`src/rtl/driver_display_saida_if.sv`:
```
// Bus between the SAP-1 output register and the display driver.
// entrada   : registered 8-bit value to display (upstream -> driver)
// bcd       : last converted value {hundreds, tens, units}
// ocupado   : high while a conversion is running
// anodos    : active-low one-hot digit enables {hundreds, tens, units}
// segmentos : active-low {g,f,e,d,c,b,a} for the enabled digit
interface driver_display_saida_if;
    localparam int unsigned VAL_W = 8;
    localparam int unsigned BCD_W = 12;
    localparam int unsigned DIG_N = 3;
    localparam int unsigned SEG_W = 7;

    logic [VAL_W-1:0] entrada;
    logic [BCD_W-1:0] bcd;
    logic             ocupado;
    logic [DIG_N-1:0] anodos;
    logic [SEG_W-1:0] segmentos;

    // Upstream side: drives the value, observes the display.
    modport master (
        output entrada,
        input  bcd,
        input  ocupado,
        input  anodos,
        input  segmentos
    );

    // Display driver side.
    modport slave (
        input  entrada,
        output bcd,
        output ocupado,
        output anodos,
        output segmentos
    );
endinterface

```
`src/rtl/driver_display_saida.sv`:
```
// Display driver for the SAP-1 output register: converts the 8-bit value to
// three BCD digits with a sequential double-dabble (one bit per clock) and
// time-multiplexes them onto three 7-segment digits with leading-zero blanking.
// Ports:
//   CLK   : system clock, rising edge
//   CLR_n : asynchronous active-low reset
//   bus   : driver_display_saida_if.slave (entrada in; bcd, ocupado,
//           anodos, segmentos out)
// SCAN_DIV: cycles each digit stays enabled (>= 2).
module driver_display_saida #(
    parameter int unsigned SCAN_DIV = 50000
) (
    input logic                    CLK,
    input logic                    CLR_n,
    driver_display_saida_if.slave  bus
);
    localparam int unsigned VAL_W = 8;
    localparam int unsigned BCD_W = 12;
    localparam int unsigned CNT_W = 3;
    localparam int unsigned DIG_W = 2;
    localparam int unsigned SEG_W = 7;
    localparam int unsigned DIV_W = (SCAN_DIV > 1) ? $clog2(SCAN_DIV) : 1;

    localparam logic [CNT_W-1:0] CNT_LAST = CNT_W'(VAL_W - 1);
    localparam logic [DIV_W-1:0] DIV_LAST = DIV_W'(SCAN_DIV - 1);
    localparam logic [SEG_W-1:0] SEG_BLANK = 7'b1111111;

    typedef enum logic [0:0] {
        OCIOSO   = 1'b0,
        CONVERTE = 1'b1
    } estado_t;

    estado_t            state_q, state_n;
    logic [VAL_W-1:0]   valor_ant_q, valor_ant_n;
    logic [VAL_W-1:0]   shift_q, shift_n;
    logic [BCD_W-1:0]   scratch_q, scratch_n;
    logic [BCD_W-1:0]   adj;
    logic [CNT_W-1:0]   cnt_q, cnt_n;
    logic [BCD_W-1:0]   bcd_q, bcd_n;
    logic               ocupado_q, ocupado_n;
    logic [DIV_W-1:0]   div_q, div_n;
    logic [DIG_W-1:0]   dig_q, dig_n;
    logic [2:0]         anodos;
    logic [SEG_W-1:0]   segmentos;

    // Double-dabble correction: a nibble >= 5 would overflow past 9 when doubled.
    function automatic logic [3:0] add3(input logic [3:0] n);
        return (n >= 4'd5) ? n + 4'd3 : n;
    endfunction

    // Active-low {g,f,e,d,c,b,a} pattern for one decimal digit.
    function automatic logic [SEG_W-1:0] seg7(input logic [3:0] d);
        logic [SEG_W-1:0] s;
        case (d)
            4'd0:    s = 7'b1000000;
            4'd1:    s = 7'b1111001;
            4'd2:    s = 7'b0100100;
            4'd3:    s = 7'b0110000;
            4'd4:    s = 7'b0011001;
            4'd5:    s = 7'b0010010;
            4'd6:    s = 7'b0000010;
            4'd7:    s = 7'b1111000;
            4'd8:    s = 7'b0000000;
            4'd9:    s = 7'b0010000;
            default: s = 7'b1111111;
        endcase
        return s;
    endfunction

    // State register.
    always_ff @(posedge CLK or negedge CLR_n) begin
        if (!CLR_n) begin
            state_q     <= OCIOSO;
            valor_ant_q <= '0;
            shift_q     <= '0;
            scratch_q   <= '0;
            cnt_q       <= '0;
            bcd_q       <= '0;
            ocupado_q   <= 1'b0;
            div_q       <= '0;
            dig_q       <= '0;
        end else begin
            state_q     <= state_n;
            valor_ant_q <= valor_ant_n;
            shift_q     <= shift_n;
            scratch_q   <= scratch_n;
            cnt_q       <= cnt_n;
            bcd_q       <= bcd_n;
            ocupado_q   <= ocupado_n;
            div_q       <= div_n;
            dig_q       <= dig_n;
        end
    end

    // Converter next state: capture on change, then eight add-3/shift steps.
    always_comb begin
        state_n     = state_q;
        valor_ant_n = valor_ant_q;
        shift_n     = shift_q;
        scratch_n   = scratch_q;
        cnt_n       = cnt_q;
        bcd_n       = bcd_q;
        ocupado_n   = ocupado_q;
        adj         = {add3(scratch_q[11:8]), add3(scratch_q[7:4]), add3(scratch_q[3:0])};

        case (state_q)
            OCIOSO: begin
                if (bus.entrada != valor_ant_q) begin
                    shift_n     = bus.entrada;
                    scratch_n   = '0;
                    valor_ant_n = bus.entrada;
                    cnt_n       = '0;
                    ocupado_n   = 1'b1;
                    state_n     = CONVERTE;
                end
            end
            CONVERTE: begin
                // Shift the MSB of the binary operand into the corrected BCD scratch.
                scratch_n = {adj[BCD_W-2:0], shift_q[VAL_W-1]};
                shift_n   = {shift_q[VAL_W-2:0], 1'b0};
                cnt_n     = cnt_q + CNT_W'(1);
                if (cnt_q == CNT_LAST) begin
                    bcd_n     = scratch_n;
                    ocupado_n = 1'b0;
                    state_n   = OCIOSO;
                end
            end
            default: begin
                state_n = OCIOSO;
            end
        endcase
    end

    // Free-running scan divider and digit index, independent of the converter.
    always_comb begin
        div_n = div_q + DIV_W'(1);
        dig_n = dig_q;
        if (div_q == DIV_LAST) begin
            div_n = '0;
            dig_n = (dig_q == DIG_W'(2)) ? '0 : dig_q + DIG_W'(1);
        end
    end

    // Digit decode with leading-zero blanking; units is always shown.
    always_comb begin
        anodos    = 3'b111;
        segmentos = SEG_BLANK;
        case (dig_q)
            2'd0: begin
                anodos    = 3'b110;
                segmentos = seg7(bcd_q[3:0]);
            end
            2'd1: begin
                anodos    = 3'b101;
                segmentos = (bcd_q[11:4] == 8'h00) ? SEG_BLANK : seg7(bcd_q[7:4]);
            end
            2'd2: begin
                anodos    = 3'b011;
                segmentos = (bcd_q[11:8] == 4'h0) ? SEG_BLANK : seg7(bcd_q[11:8]);
            end
            default: begin
                anodos    = 3'b111;
                segmentos = SEG_BLANK;
            end
        endcase
    end

    assign bus.bcd       = bcd_q;
    assign bus.ocupado   = ocupado_q;
    assign bus.anodos    = anodos;
    assign bus.segmentos = segmentos;
endmodule

```
`src/flat_wrapper.sv`:
```
// flat-port wrapper written by rule: the top's interface ports become plain ports
module driver_display_saida_flat 
#(
    parameter int unsigned SCAN_DIV = 50000
)
  (CLK, CLR_n, bus_entrada, bus_bcd, bus_ocupado, bus_anodos, bus_segmentos);
  driver_display_saida_if bus_i ();
  input logic CLK;
  input logic CLR_n;
  input wire logic [$bits(bus_i.entrada)-1:0] bus_entrada;
  output wire logic [$bits(bus_i.bcd)-1:0] bus_bcd;
  output wire logic [$bits(bus_i.ocupado)-1:0] bus_ocupado;
  output wire logic [$bits(bus_i.anodos)-1:0] bus_anodos;
  output wire logic [$bits(bus_i.segmentos)-1:0] bus_segmentos;
  assign bus_i.entrada = bus_entrada;
  assign bus_bcd = bus_i.bcd;
  assign bus_ocupado = bus_i.ocupado;
  assign bus_anodos = bus_i.anodos;
  assign bus_segmentos = bus_i.segmentos;
  driver_display_saida #(.SCAN_DIV(SCAN_DIV)) u_core (.CLK(CLK), .CLR_n(CLR_n), .bus(bus_i));
endmodule
```
`config.mk`:
```
export PLATFORM = sky130hd
export DESIGN_NAME = driver_display_saida_flat
export DESIGN_NICKNAME = d
export VERILOG_FILES = /design/src/rtl/driver_display_saida_if.sv /design/src/rtl/driver_display_saida.sv /design/src/flat_wrapper.sv
export SDC_FILE = /design/constraint.sdc
export NUM_CORES = 1
export LEC_CHECK = 0
export ABC_AREA = 0
export CAP_MARGIN = 10
export CORE_MARGIN = 2
export CORE_UTILIZATION = 30
export CTS_BUF_LIST = sky130_fd_sc_hd__clkbuf_4 sky130_fd_sc_hd__clkbuf_8
export DETAILED_ROUTE_END_ITERATION = 8
export PLACE_DENSITY_LB_ADDON = 0.12
export SETUP_SLACK_MARGIN = 0.5
export SYNTH_ARGS = -nofsm -noshare
export SYNTH_HDL_FRONTEND = slang
export SYNTH_SLANG_ARGS = --single-unit
```
`constraint.sdc`:
```
create_clock -name CLK -period 4 [get_ports CLK]
set_clock_uncertainty 0.1 [all_clocks]
set_input_delay 1.2 -clock CLK [delete_from_list [all_inputs] [get_ports CLK]]
set_output_delay 1.2 -clock CLK [all_outputs]
set_load 0.02 [all_outputs]
```
* After elaboration in Yosys (flattened, before gate mapping)
Memory sizes are Yosys's and may differ from the RTL's.
Index checks and enable logic that the tools add are counted.
** Storage, ports and cells
- Register bits :: 63
- ROM bits :: 336
- Input port bits :: 10
- Output and inout bits :: 23
- Word-level logic and storage cells :: 56
- Memories :: 3
** Operators by class
- Add/subtract/negate cells :: 6
- $lt $le $gt $ge :: 3
- Eq/ne operators :: 7
- Multiplexer cells :: 21
- Bitwise operators :: 1
- Reductions and logical operators :: 6
** Memory list
- (name not given) :: words 16, bits a word 7, read ports 1, clocked after Yosys merged registers in 0, write ports 0, line driver_display_saida.sv:54 : case (d)
- (name not given) :: words 16, bits a word 7, read ports 1, clocked after Yosys merged registers in 0, write ports 0, line driver_display_saida.sv:54
- (name not given) :: words 16, bits a word 7, read ports 1, clocked after Yosys merged registers in 0, write ports 0, line driver_display_saida.sv:54
** Operator list (number)
- $pmux W12 S2 :: 1
- $pmux W7 S3 :: 1
- $add A16 B1 Y16 const B :: 1
- $eq A16 B16 Y1 const B :: 1
- $mux W16 :: 1
- $pmux W8 S2 :: 1
- $mux W7 :: 2
- $ge A4 B3 Y1 const B :: 3
- $mux W12 :: 1
- $pmux W3 S3 :: 1
- $add A4 B2 Y4 const B :: 2
- $logic_not A8 Y1 :: 1
- $mux W4 :: 2
- $mux W8 :: 1
- $ne A8 B8 Y1 :: 1
- $mux W3 :: 2
- $pmux W3 S2 :: 1
- $reduce_and A2 Y1 :: 3
- $logic_not A4 Y1 :: 1
- $mux W1 :: 4
- $pmux W1 S2 :: 2
- $add A3 B1 Y3 const B :: 1
- $add A3 B2 Y3 const B :: 1
- $eq A3 B3 Y1 const B :: 1
- other kinds (8) :: 8

* Depth between registers and ports, before layout
Gate-level depths: netlist of the first run.
- Depth in word-level cells :: 3
- Mapped depth :: 6
- Mapped depth without buffers :: 6

* Least setup slack after synthesis of the first run
No wires, ideal clock.
- Kind :: reg-to-output
- From :: reg u_core.bcd_q[9] (netlist: u_core.bus.bcd[9])
- To :: out bus_segmentos[3]
- Arrival time :: 1.942 ns
- Required time :: 2.700 ns
- Path slack :: 0.758 ns
- Stages on the path, launching flop included :: 7
- Buffers on the path :: 0
- Cell sequence :: dfrtp_1 inv_1 ha_1 nor4bb_1 a21oi_1 o21a_1 o22ai_1
** Between the ends
- Word-level cells in the longest chain between the ends :: 3
- Elaborated cells between the ends (all ways) :: 6
** Ends and longest elaborated chain
- start, declared :: line driver_display_saida.sv:39 : logic [BCD_W-1:0] bcd_q, bcd_n;
- start signal, assigned :: line driver_display_saida.sv:88 : bcd_q <= bcd_n;
- $mem_v2 Z16 W7 (tied with other cells)
- $mux W7, on equally long branches :: line driver_display_saida.sv:159, driver_display_saida.sv:155
- $pmux W7 S3 (*) :: line driver_display_saida.sv:148 : case (dig_q)
- end, declared :: line flat_wrapper.sv:14 : output wire logic [$bits(bus_i.segmentos)-1:0] bus_segmentos;
Every way passes the cells marked *; elsewhere a longest branch is shown, timed or not.

* Final worst setup path of the first run
- From :: reg u_core.bcd_q[0] (netlist: u_core.bus.bcd[0])
- To :: out bus_segmentos[5]
** Between the ends
- Word-level cells in the longest chain between the ends :: 2
** Ends and longest elaborated chain (line)
- $mem_v2 Z16 W7
- $pmux W7 S3 :: driver_display_saida.sv:148
Every way passes these cells.

==> key figures, run 1 <==
Floorplanning
  • Starting density of the core: 30.70%
  • Core area: between 10000 and 15000 sq um
  • Cell row count: 40
  • I/O pin total: 33
  • Die Span Y: 114.6 um
  • Total die area: between 10000 and 15000 sq um
  • Die X: about 110 um

Logic synthesis
  • Mapped Cells: between 300 and 400
  • Mean Syn Cell Area: between 10 and 15 sq um
  • Number of synthesized flops with an enable pin: 0
  • Syn nets: 397
  • Area contributors post-synth: dfrtp_1 43%, ha_1 8.5%, mux2_2 5.5%
  • Top FF cell, synth: dfrtp_1
  • Ys async rst share: 100.0%
  • Register area share after synthesis: between 40% and 50%
  • Synthesis Warnings: 0
  • Register bit total from synthesis: 63
  • Netlist cell types: 48
  • Yosys top cell by area: dfrtp_1
  • Synthesized area: 3672 sq um
  • Share of the synthesized area in the top cell type: 42.93%

CTS
  • Skew-Pair Late Insertion Delay: approximately 0.35 ns
  • CTS sink cnt: 63
  • Clock slew seen by the registers of the worst setup and hold paths: around 0.07 ns
  • Root Buffer: clkbuf_8
  • Maximum clock insertion buffer count: 2
  • CTS tree: built
  • H-tree depth: 3
  • CTS Buf Count: 9

Pwr
  • Gate power share: roughly half
  • Worst vdd ir: approximately 0.00019 V
  • Leak: between 1.5 and 2 nW
  • Int Power: 2.014 mW
  • Clock Power Share: approximately 17%
  • Sequential Power Share: ~33%
  • Power Density: roughly 760 nW/um^2
  • Net Sw Frac: between 40% and 50%
  • Pwr Total: between 3 and 4 mW
  • NetSw: ~1.4 mW

Worst setup path
  • Crit end category: primary output
  • Slowest stage delay, CP: between 0.4 and 0.5 ns
  • Crit-path slowest cell: dfrtp_2
  • Reg-to-Reg End: u_core.valor_ant_q[4]$_DFFE_PN0P_
  • Worst setup path end: bus_segmentos[5]
  • Crit-path most repeated cell: a21oi_1
  • Worst R2R Start: u_core.state_q$_DFF_PN0_
  • CP arrival: 2.07 ns
  • R2R depth: 3
  • Critical Path Start: u_core.bus.bcd[0]$_DFFE_PN0P_
  • Critical Path Source Type: flop
  • CP Max Fanout: 6
  • Worst Path Class, Setup: reg2out
  • Req. time, crit path: roughly 2.7 ns
  • Critical path cell sequence: inv_1 -> ha_1 -> nor2b_1 -> o311ai_0 -> a21oi_1 -> a21oi_1 -> clkdlybuf4s15_2
  • R2r setup slk: about 1.8 ns

STA
  • Final hold viol count: 0
  • Tmin final: about 3.4 ns
  • Slew Limit Fails: 0
  • RSZ-0062 raised after global routing: no
  • Final setup viols: 0
  • Fmax: 0.2972 GHz
  • Fin crit share: a little over four fifths
  • Worst-Margin Slew: 0.7583 ns
  • Slew margin rel.: 49.45%
  • Total Neg Setup Slack: 0 ns

Finish
  • Area delta synth->final: 20.61%
  • Share of cells above drive strength 1: about 17%
  • Commonest non-fill, non-tap cell in the layout: dfrtp_1
  • Final Cell Area: between 4000 and 5000 sq um
  • Final core utilization: 37.03%
  • # diodes: 0
  • Commonest cells after routing, fill and taps aside: 58 x dfrtp_1, 24 x ha_1, 24 x clkdlybuf4s50_1
  • Net count, final: between 400 and 500

Global route
  • Wire length of the first global-routing pass: 13540 um
  • Grt ovf: 0
  • Vias in the first global route: ~2700
  • Antenna violations before repair: 0
  • Total GRT Usage: between 10% and 20%
  • Largest net degree at the start of global routing: 34

Routing
  • Residual DRC: 0
  • Routed wire length: a little over 8000 um
  • Antenna Nets Post-Route: 0
  • Initial DRT Pass Iterations: 4
  • Drt via density: between 5 and 6
  • Initial DRC count: between 150 and 200
  • Vias: 2763
  • Routed len/inst: 14.72 um

Placement
  • Port buffer count: 32
  • Area post-placement: around 4200 sq um
  • Hpwl dp: 5691 um
  • Final GP Congestion: a little over 0.8

Worst hold path
  • Worst hold-check path type: reg2reg
  • Hold wc startpoint: u_core.bus.ocupado$_DFFE_PN0P_

Run
  • # Max-Cap Violations: 0

Outcome
  • Status: finished clean
-- cell usage after synthesis (2+ instances only) --
cell type / number
o21ai_0: 17
a21oi_1: 20
and3_1: 5
nor4b_1: 4
mux2i_1: 4
a211o_1: 5
and2_1: 7
xor2_1: 6
nand2_1: 17
nor3_1: 5
a31oi_1: 3
nor2_1: 22
a221o_1: 7
buf_2: 3
clkbuf_1: 13
nand3_1: 6
inv_1: 20
o211ai_1: 5
nand4_1: 6
o311ai_0: 3
nand2b_1: 11
dfrtp_1: 63
o22ai_1: 2
nor3b_1: 4
xnor2_1: 19
nor4_1: 4
o21a_1: 4
ha_1: 25
a22o_1: 11
mux2_2: 18
nor2b_1: 6
-- layer usage --
layer  vias up  share of wire (%)  global-route usage, %
met5         -                  0                      0
met4         0                3.2                  8.293
met3        20                3.5                  2.223
met2        55                 43                  19.33
met1      1321                 50                  18.04
li1       1367                  -                      -
-- cell families (layout without fill, tap and decap cells) --
| logic type | after synthesis | in the layout | synth area share [%] |
|---|---|---|---|
| AND/OR/NAND/NOR | 103 | 103 | 15.50 |
| AO/OA/AOI/OAI | 88 | 88 | 16.70 |
| flip-flops | 63 | 63 | 42.93 |
| buffers and inverters | 36 | 77 | 3.782 |
| adder cells (fa/ha/maj) | 25 | 25 | 8.518 |
| XOR/XNOR | 25 | 25 | 5.963 |
| multiplexers | 22 | 22 | 6.610 |
-- how the worst min path moves through the flow --
stage                                                 end  cells after the start
after floorplan                 u_core.div_q[0]$_DFF_PN0_                      1
after global placement          u_core.div_q[0]$_DFF_PN0_                      1
after detailed placement        u_core.div_q[0]$_DFF_PN0_                      1
after CTS                       u_core.div_q[0]$_DFF_PN0_                      1
after global routing      u_core.scratch_q[9]$_DFFE_PN0P_                      1
final                      u_core.bus.ocupado$_DFFE_PN0P_                      1
-- power groups by stage --
stage	sequential [mW]	clock [mW]	combinational, mW
2_1_floorplan	1.10	0	1.14
3_3_place_gp	1.12	0	1.68
3_5_place_dp	1.12	0	1.69
4_1_cts	1.12	0.597	1.69
5_1_grt	1.17	0.634	1.86
6_report	1.12	0.572	1.68
-- sequential cells by signal, summed over array words and instances, names as in the netlist --
name	cells
u_core.bus.bcd	12
u_core.dig_q	2
u_core.cnt_q	3
u_core.scratch_q	12
u_core.shift_q	8
u_core.state_q	1
u_core.div_q	16
u_core.bus.ocupado	1
u_core.valor_ant_q	8
-- layout make-up --
class,count,area (sq um)
Timing Repair Buffer,41,385.4
Clock inverter,5,56.30
Inverter,20,75.07
Multi-Input combinational cell,263,1994
Sequential cell,63,1583
Fill cell,1188,7532
Clock buffer,11,151.4
Tap cell,147,183.9
-- stage by stage --
stage / hold slack, ns / worst slack, ns / std cells
after floorplan: 0.3535 / 0.7579 / 362
after global placement: 0.3809 / 0.3378 / 532
after detailed placement: 0.3859 / 0.2760 / 532
after CTS: 0.3985 / 0.5006 / 548
after global routing: 0.4206 / 0.5019 / 550
final: 0.3993 / 0.6350 / 550
-- critical path, delay by kind of cell, from the launching register on --
| kind | cells | cell delay [ns] |
|---|---|---|
| simple gates | 1 | 0.12 |
| fa+ha+maj | 1 | 0.21 |
| buf+inv | 2 | 0.38 |
| flops | 1 | 0.42 |
| compound gates | 3 | 0.58 |
-- timing repair --
| action | CTS | global route |
|---|---|---|
| hold buffers | 0 | 0 |
| pin swaps | 1 | 1 |
| buffers inserted | 0 | 2 |
| gates resized for setup | 28 | 10 |
| setup endpoints to repair | 7 | 7 |
Note: power is estimated with default switching activity, not from simulation.
==> run 2: changes to the inputs <==
==> constraint.sdc (replaced) <==
create_clock -name CLK -period 3.05 [get_ports CLK]
set_clock_uncertainty 0.1 [all_clocks]
set_input_delay 0.915 -clock CLK [delete_from_list [all_inputs] [get_ports CLK]]
set_output_delay 0.915 -clock CLK [all_outputs]
set_load 0.02 [all_outputs]
==> run 2 against run 1 <==
Net effect: via count grew 5.0%; critical path depth grew 1; sequential share of layout area shrank 3.2 points; sequential power grew 25%; register-to-register slack lost 0.75 ns; clock power grew 47%.
==> key figures, run 2 (synthesis results as in run 1) <==
Placement
  • Placed Cells: 557 (+4.7%)
  • Final GP Congestion: 0.7861 (-5.0%)
  • Hpwl dp: 5840 um (+2.6%)
  • Area post-placement: 4464 sq um (+6.8%)
  • Port buffer count: 32 (unchanged)
  • Pre-CTS setup slack: -0.05310 ns (-0.3291 ns)

Pwr
  • Leak: 2.158 nW (+13%)
  • Pwr Total: 5.086 mW (+51%)
  • Worst vdd ir: 0.0002688 V (+43%)
  • Power Density: 1042 nW/um^2 (+37%)

Global route
  • Vias in the first global route: 2757 (+2.5%)
  • Largest net degree at the start of global routing: 64 (+88%)
  • Antenna violations before repair: 0 (unchanged)
  • Wire length of the first global-routing pass: 14000 um (+3.4%)
  • Total GRT Usage: 13.40% (+0.20 points)
  • Grt ovf: 0 (unchanged)

Finish
  • Reg with most FFs: u_core.div_q
  • Final Cell Area: 4880 sq um (+10%)
  • Final core utilization: 40.79% (+3.8 points)
  • Commonest cells after routing, fill and taps aside: 54 x dfrtp_1, 41 x buf_4, 20 x nor2_1, 20 x ha_1, 19 x xnor2_1
  • Share of cells above drive strength 1: 29.59% (+13 points)
  • Net count, final: 466 (+7.6%)
  • Largest register FFs: 16 (unchanged)
  • Seq. cell area: 1588 sq um (+0.32%)
  • Final Non-Filler Cells: 583 (+6.0%)
  • Multi-input gate area: 2142 sq um (+7.4%)
  • # diodes: 0 (unchanged)
  • Number of fill cells: 1176 (-1.0%)
  • Area delta synth->final: 32.88%
  • Commonest non-fill, non-tap cell in the layout: dfrtp_1

Worst setup path
  • Slowest stage delay, CP: 0.43 ns (about the same)
  • Critical path cell sequence: inv_4 -> ha_4 -> nor4bb_4 -> buf_4 -> a21oi_4 -> o21a_1 -> o22ai_4 -> buf_6
  • Crit-path slowest cell: dfrtp_2
  • Crit end category: primary output
  • Reg-to-Reg End: u_core.dig_q[1]$_DFFE_PN0N_
  • R2r setup slk: 1.03 ns (-0.75 ns)
  • Critical Path Source Type: flop
  • Req. time, crit path: 2.03 ns (-0.67 ns)
  • Worst Path Class, Setup: reg2out
  • CP Max Fanout: 4 (-2)
  • CP arrival: 1.95 ns (-0.12 ns)
  • R2R depth: 5 (+2)
  • Worst R2R Start: u_core.div_q[0]$_DFF_PN0_

Routing
  • Residual DRC: 0 (unchanged)
  • Routed len/inst: 14.54 um (-1.2%)
  • Routed wire length: 8479 um (+4.7%)
  • Initial DRC count: 171 (-14%)
  • Initial DRT Pass Iterations: 4 (unchanged)
  • Antenna Nets Post-Route: 0 (unchanged)
  • Drt via density: 4.976 (-0.95%)
  • Vias: 2901 (+5.0%)

Floorplanning
  • I/O pin total: 33 (unchanged)
  • Die X: 114.6 um (unchanged)
  • Core area: 11960 sq um (unchanged)
  • Starting density of the core: 30.70% (unchanged)
  • Cell row count: 40 (unchanged)
  • Die Span Y: 114.6 um (unchanged)
  • Total die area: 13140 sq um (unchanged)

CTS
  • CTS tree: built
  • Root Buffer: clkbuf_8
  • Clock slew seen by the registers of the worst setup and hold paths: 0.08 ns (about the same)
  • CTS sink cnt: 63 (unchanged)
  • Maximum clock insertion buffer count: 2 (unchanged)
  • Hold buffer count at CTS: 0 (unchanged)
  • H-tree depth: 3 (unchanged)
  • CTS Buf Count: 9 (unchanged)
  • Skew-Pair Late Insertion Delay: 0.34 ns (about the same)

STA
  • Total Neg Setup Slack: 0 ns (unchanged)
  • Slew margin rel.: 67.38% (+18 points)
  • Slew Limit Fails: 0 (unchanged)
  • Fin Hold WS: 0.3870 ns (-0.01230 ns)
  • RSZ-0062 raised after global routing: yes
  • Final setup viols: 0 (unchanged)
  • Setup ws final: 0.08638 ns (-0.5486 ns)
  • Fmax: between 0.3 and 0.4 GHz
  • Fin crit share: 97.17%
  • Tmin final: between 2 and 3 ns
  • Final hold viol count: 0 (unchanged)
  • Worst-Margin Slew: 0.4853 ns (-0.2730 ns)

Run
  • # Max-Cap Violations: 0 (unchanged)

Worst hold path
  • Hold Path End: u_core.div_q[0]$_DFF_PN0_
  • Hold Path Depth: 1 (unchanged)
  • Hold wc startpoint: u_core.div_q[0]$_DFF_PN0_
  • Worst hold-check path type: reg2reg

Outcome
  • Status: finished clean
run 2: cell types whose count changed in the layout (fill, tap and decap cells not counted), moves of 5 or more:
cell / change
o21ai_0: -5
buf_4: +33
buf_6: +7
clkdlybuf4s50_1: -10
a21oi_1: -6
dlygate4sd2_1: +5
run 2: power by group:
part	internal, mW	switching [mW]
registers	1.13	0.266
clock network	0.487	0.355
logic	1.45	1.40
total	3.07	2.02
run 2: layout make-up:
type | count | share of cell area [%]
clock buffer | 10 | 2.821
inverter | 20 | 1.744
tap | 147 | 3.769
multi-input combinational | 263 | 43.90
timing repair buffer | 74 | 13.33
clock inverter | 6 | 1.897
sequential | 63 | 32.54
run 2: metal layers:
metal	track usage, %	vias to the layer above	share of wire (%)
met5	0	-	0
met4	4.146	0	1.0
met3	2.965	6	3.0
met2	20.59	46	45
met1	18.80	1411	51
li1	-	1438	-
run 2: worst max path at each step:
stage	from	to	slack (ns)	cells past startpoint
floorplan	u_core.bus.bcd[8]$_DFFE_PN0P_	bus_segmentos[2]	0.51	6
global placement	u_core.bus.bcd[8]$_DFFE_PN0P_	bus_segmentos[6]	-0.009	8
detailed placement	u_core.bus.bcd[8]$_DFFE_PN0P_	bus_segmentos[6]	-0.05	8
CTS	u_core.bus.bcd[8]$_DFFE_PN0P_	bus_segmentos[0]	0.02	8
global route	u_core.bus.bcd[5]$_DFFE_PN0P_	bus_segmentos[0]	-0.04	8
finish	u_core.bus.bcd[5]$_DFFE_PN0P_	bus_segmentos[3]	0.09	8
run 2: repair_timing:
| action | CTS | global route |
|---|---|---|
| gates resized for setup | 65 | 25 |
| cloned | 0 | 0 |
| pin swaps | 11 | 11 |
| buffers inserted | 8 | 2 |
| endpoints found under the setup margin | 16 | 11 |
run 2: worst max-delay path, delay by kind of cell, from the launching register on:
| family | cells | cell delay [ns] |
|---|---|---|
| flip-flops | 1 | 0.43 |
| buffers and inverters | 3 | 0.40 |
| AO/OA/AOI/OAI | 3 | 0.35 |
| AND/OR/NAND/NOR | 1 | 0.32 |
| adder cells (fa/ha/maj) | 1 | 0.13 |
==> RTL change 1: new RTL, settings of run 2 <==
`shift_q` no longer has a reset.
--- a/src/rtl/driver_display_saida.sv
+++ b/src/rtl/driver_display_saida.sv
@@ -73,5 +73,4 @@
             state_q     <= OCIOSO;
             valor_ant_q <= '0;
-            shift_q     <= '0;
             scratch_q   <= '0;
             cnt_q       <= '0;
@@ -83,5 +82,4 @@
             state_q     <= state_n;
             valor_ant_q <= valor_ant_n;
-            shift_q     <= shift_n;
             scratch_q   <= scratch_n;
             cnt_q       <= cnt_n;
@@ -91,4 +89,8 @@
             dig_q       <= dig_n;
         end
+    end
+
+    always_ff @(posedge CLK) begin
+        shift_q <= shift_n;
     end
 
Behaviour: no difference found for any inputs over 10 cycles, from zero or initial values; that may be too few to reach the edited logic, so the function may still have changed.
==> RTL change 1 against run 2 <==
  * Total power fell by 6.8%
  * Critical path depth rose by 1
  * Worst setup slack got worse by 0.084 ns
  * Sequential cell count did not move
  * Highest routed layer unchanged
  * First-iteration DRC count fell by 33%
  * Hold slack improved by 0.010 ns
  * Cell count fell by 2.2%
  * Largest cell class unchanged
  * Synthesized area fell by 1.8%
  * Wire length fell by 5.2%
  * Synthesized cell count fell by 3.3%
  * Design area fell by 4.3%
  * Sequential power barely moved
  * Global-route usage fell by 0.24 points
==> RTL change 1: results (changes against run 2) <==
grt.total_usage: 0.132  # -0.00237
synth_area_leaders: "dfrtp_1, ha_1, mux2_2"
synth-xor-area-share: 0.0607  # +0.00108
syn_nets: 385  # -3.0%
hp-start: "u_core.scratch_q[9]"
r2r_slack_ns: 1.06  # +0.03 ns
grt_first_pass_wirelength_um: 13400  # -4.0%
grt_pass1_vias: 2730  # -0.98%
synth_mux_area_frac: 0.0857  # +0.0196
reg2regPathDepth: 4  # -1
crit-reg2reg-launch: "u_core.state_q"
gp_congestion: 0.755  # -4.0%
drive_above_1_share: 0.279  # -0.0169
hold_path_end: "u_core.scratch_q[9]"
max-vdd-ir-drop_mv: 0.291  # +8.4%
synth_common_cells: "dfrtp_1, nor2_1, ha_1, inv_1, mux2_2"
fin_area_mm2: 0.00467  # -4.3%
clockBufferDepth: 2  # unchanged
tightest_slew_ns: 0.676  # +0.191 ns
routed_wl_um: 8040  # -5.2%
viasPerCell: 4.92  # -1.1%
outcome: "finished, final reports clean"
cp_slowest_cell: "dfrtp_2"
ys_types: 49  # +2.1%
path_clk_slew_ns: 0.07
async_reset_ff_frac: 0.873  # -0.127
synthAdderAreaFrac: 0.0867  # +0.00154
nets: 453  # -2.8%
dp_hpwl_um: 5900  # +0.96%
startpoint: "u_core.bus.bcd[5]"
place_area_mm2: 0.00435  # -2.6%
synth-edff-count: 8  # +8
critPathTopFamily: "buffers and inverters"
leakage_nw: 2.07  # -4.0%
grt_start_max_net_pins: 27  # -58%
fillerInstances: 1166  # -0.85%
-- RTL change 1: cell count changes after synthesis, sizes merged, moves of 4 or more --
| cell | delta |
|---|---|
| o211ai | -4 |
| dfrtp | -8 |
| edfxtp | +8 |
| nand2b | -6 |
| a221o | -6 |
| inv | +5 |
| and2 | -7 |
| mux2 | +5 |
| nor2 | +6 |
| nand2 | +4 |
-- RTL change 1: routing by layer --
metal | share of wire | global-route usage | vias to the layer above
met4 | 0.012 | 0.0488 | 0
met1 | 0.50 | 0.181 | 1381
li1 | - | - | 1381
met3 | 0.028 | 0.0276 | 6
met5 | 0 | 0 | -
met2 | 0.46 | 0.205 | 38
-- RTL change 1: report_power, final --
group	switching [mW]	total, mW	leakage [nW]	internal, mW
Clock	0.352	0.647	0.0820	0.294
Combinational	1.31	2.69	1.22	1.39
Sequential	0.251	1.40	0.771	1.15
Total	1.91	4.74	2.07	2.83
-- RTL change 1: what timing repair did --
| action | 4_1_cts | 5_1_grt |
|---|---|---|
| hold buffers | 0 | 0 |
| buffers inserted | 10 | 1 |
| endpoints found under the setup margin | 15 | 13 |
| resized for setup | 59 | 10 |
| pin swaps | 7 | 7 |
-- RTL change 1: area by class of cell --
type / instances / share of cell area
clock inverters: 7 / 0.0102
clock buffers: 9 / 0.0265
flip-flops and latches: 63 / 0.348
multi-input cells: 249 / 0.423
repair buffers: 70 / 0.132
well taps: 147 / 0.0394
inverters: 25 / 0.0206
-- RTL change 1: per-stage QoR --
step | setup slack, ns | std cells | hold WS, ns
floorplan | 0.477 | 350 | 0.356
global placement | -0.0194 | 543 | 0.376
detailed placement | -0.0291 | 543 | 0.384
CTS | -0.0514 | 569 | 0.400
global route | -0.153 | 570 | 0.427
finish | 0.00247 | 570 | 0.397
==> RTL change 2: new RTL, flow settings as in run 2 <==
Made on the original files. Set the localparam `CNT_W` to 5 (it was 3).
--- a/src/rtl/driver_display_saida.sv
+++ b/src/rtl/driver_display_saida.sv
@@ -17,5 +17,5 @@
     localparam int unsigned VAL_W = 8;
     localparam int unsigned BCD_W = 12;
-    localparam int unsigned CNT_W = 3;
+    localparam int unsigned CNT_W = 5;
     localparam int unsigned DIG_W = 2;
     localparam int unsigned SEG_W = 7;
Formal check against the unedited RTL: same outputs for any inputs over 10 cycles, from zero or initial values; that may be too few to reach the edited logic, so the function may still have changed.
==> RTL change 2 against run 2 <==
  * Highest routed layer unchanged
  * Sequential cell count is 2 higher
  * Worst setup slack worse by 0.043 ns
  * Total power is 6.3% lower
  * Design area is 2.3% lower
  * Largest cell class unchanged
  * Critical endpoint is now bus_segmentos[1]
  * Wire length is 5.0% lower
  * Synthesized cell count is 1.1% higher
  * Synthesized area is 1.1% higher
==> RTL change 2: results (changes against run 2) <==
grt_start_max_net_pins: 28  # -56%
critical_path_arrival_ns: 1.99  # +0.04 ns
pre_cts_ws_ns: -0.0156  # +0.0375 ns
grt_pass1_vias: 2802  # +1.6%
antenna_found_initial: 0  # unchanged
fillerInstances: 1221  # +3.8%
synth_common_cells: "dfrtp_1, ha_1, a21oi_1, inv_1, nor2_1"
viasPerCell: 4.77  # -4.1%
nets: 459  # -1.5%
drtIter0Drc: 140  # -18%
drive_above_1_share: 0.260  # -0.0354
grt_first_pass_wirelength_um: 14000  # -0.25%
routedWlPerCell_um: 13.5  # -7.4%
syn_nets: 400  # +0.76%
outcome: "finished, final reports clean"
ys_types: 51  # +6.3%
path_clk_slew_ns: 0.08  # about the same
dp_hpwl_um: 5940  # +1.8%
dp.cells: 577  # +3.6%
leakage_nw: 2.09  # -3.2%
max-vdd-ir-drop_mv: 0.280  # +4.1%
syn_inst: 366  # +1.1%
instances_no_fill: 598  # +2.6%
grt.total_usage: 0.133  # -0.000509
seq_area_frac_synth: 0.438  # +0.00900
p_sw_mw: 1.86  # -8.1%
gp_congestion: 0.755  # -3.9%
==> RTL change 2: changes by cell type after synthesis, sizes merged, moves of 3 or more <==
cell,before,now
inv,20,23
o311ai,3,0
o21a,4,1
nor3,6,3
==> RTL change 2: cells by family after synthesis <==
kind of cell	Yosys count	synth area share
AO/OA/AOI/OAI	87	0.161
XOR/XNOR	24	0.0566
adder cells (fa/ha/maj)	24	0.0809
multiplexers	21	0.0627
buffers and inverters	39	0.0411
AND/OR/NAND/NOR	106	0.159
flip-flops	65	0.438
==> RTL change 2: worst paths after layout <==
| kind | cells past startpoint | from | slack (ns) | endpoint |
|---|---|---|---|---|
| max in group asynchronous | 2 | CLR_n | 1.66 | u_core.bus.bcd[9] |
| worst min register to register | 1 | u_core.div_q[0] | 0.39 | u_core.div_q[0] |
| worst min-delay path | 1 | u_core.div_q[0] | 0.39 | u_core.div_q[0] |
| worst max register to register | 5 | u_core.state_q | 1.13 | u_core.bus.bcd[9] |
| worst max-delay path | 8 | u_core.bus.bcd[5] | 0.04 | bus_segmentos[1] |
| min in group asynchronous | 1 | CLR_n | 0.43 | u_core.valor_ant_q[5] |
==> RTL change 2: cell type report <==
type	instances	area, um^2	share of cell area
clock buffers	9	124	0.0260
repair buffers	63	541	0.113
flip-flops and latches	65	1640	0.343
inverters	24	90.1	0.0189
well taps	168	210	0.0441
multi-input cells	262	2080	0.435
clock inverters	7	93.8	0.0197
==> RTL change 2: power by group through the flow <==
stage / Clock (mW) / Sequential (mW) / Combinational, mW
final: 0.801 / 1.42 / 2.54
after global routing: 0.872 / 1.47 / 2.83
after CTS: 0.835 / 1.42 / 2.55
after detailed placement: 0 / 1.43 / 2.45
after global placement: 0 / 1.43 / 2.43
after floorplan: 0 / 1.49 / 1.54
==> RTL change 2: what timing repair did <==
action                                  in CTS  in global routing
endpoints found under the setup margin      14                 10
hold buffers                                 0                  0
pin swaps                                    2                  7
setup buffers                                5                  0
gates resized for setup                     56                  9
==> RTL change 2: through the flow <==
stage	area [um^2]	setup TNS (ns)
after floorplan	3810	0
after global placement	4470	0
after detailed placement	4470	-0.0156
after CTS	4760	-0.00656
after global routing	4770	-0.176
final	4770	0
==> RTL change 2: worst max-delay path, stage by stage (launching register included) <==
cell and delay [ns]:
dfrtp_2 0.39, inv_2 0.05, ha_4 0.15, nor4bb_4 0.14, a221o_1 0.38, buf_6 0.15
a21oi_4 0.13, o221ai_4 0.10, buf_6 0.15
==> RTL change 2: routing by layer <==
layer	track usage	part of all wire	up-vias
met5	0	0	-
met1	0.184	0.50	1385
met2	0.211	0.46	37
li1	-	-	1422
met3	0.0190	0.024	11
met4	0.0554	0.017	0
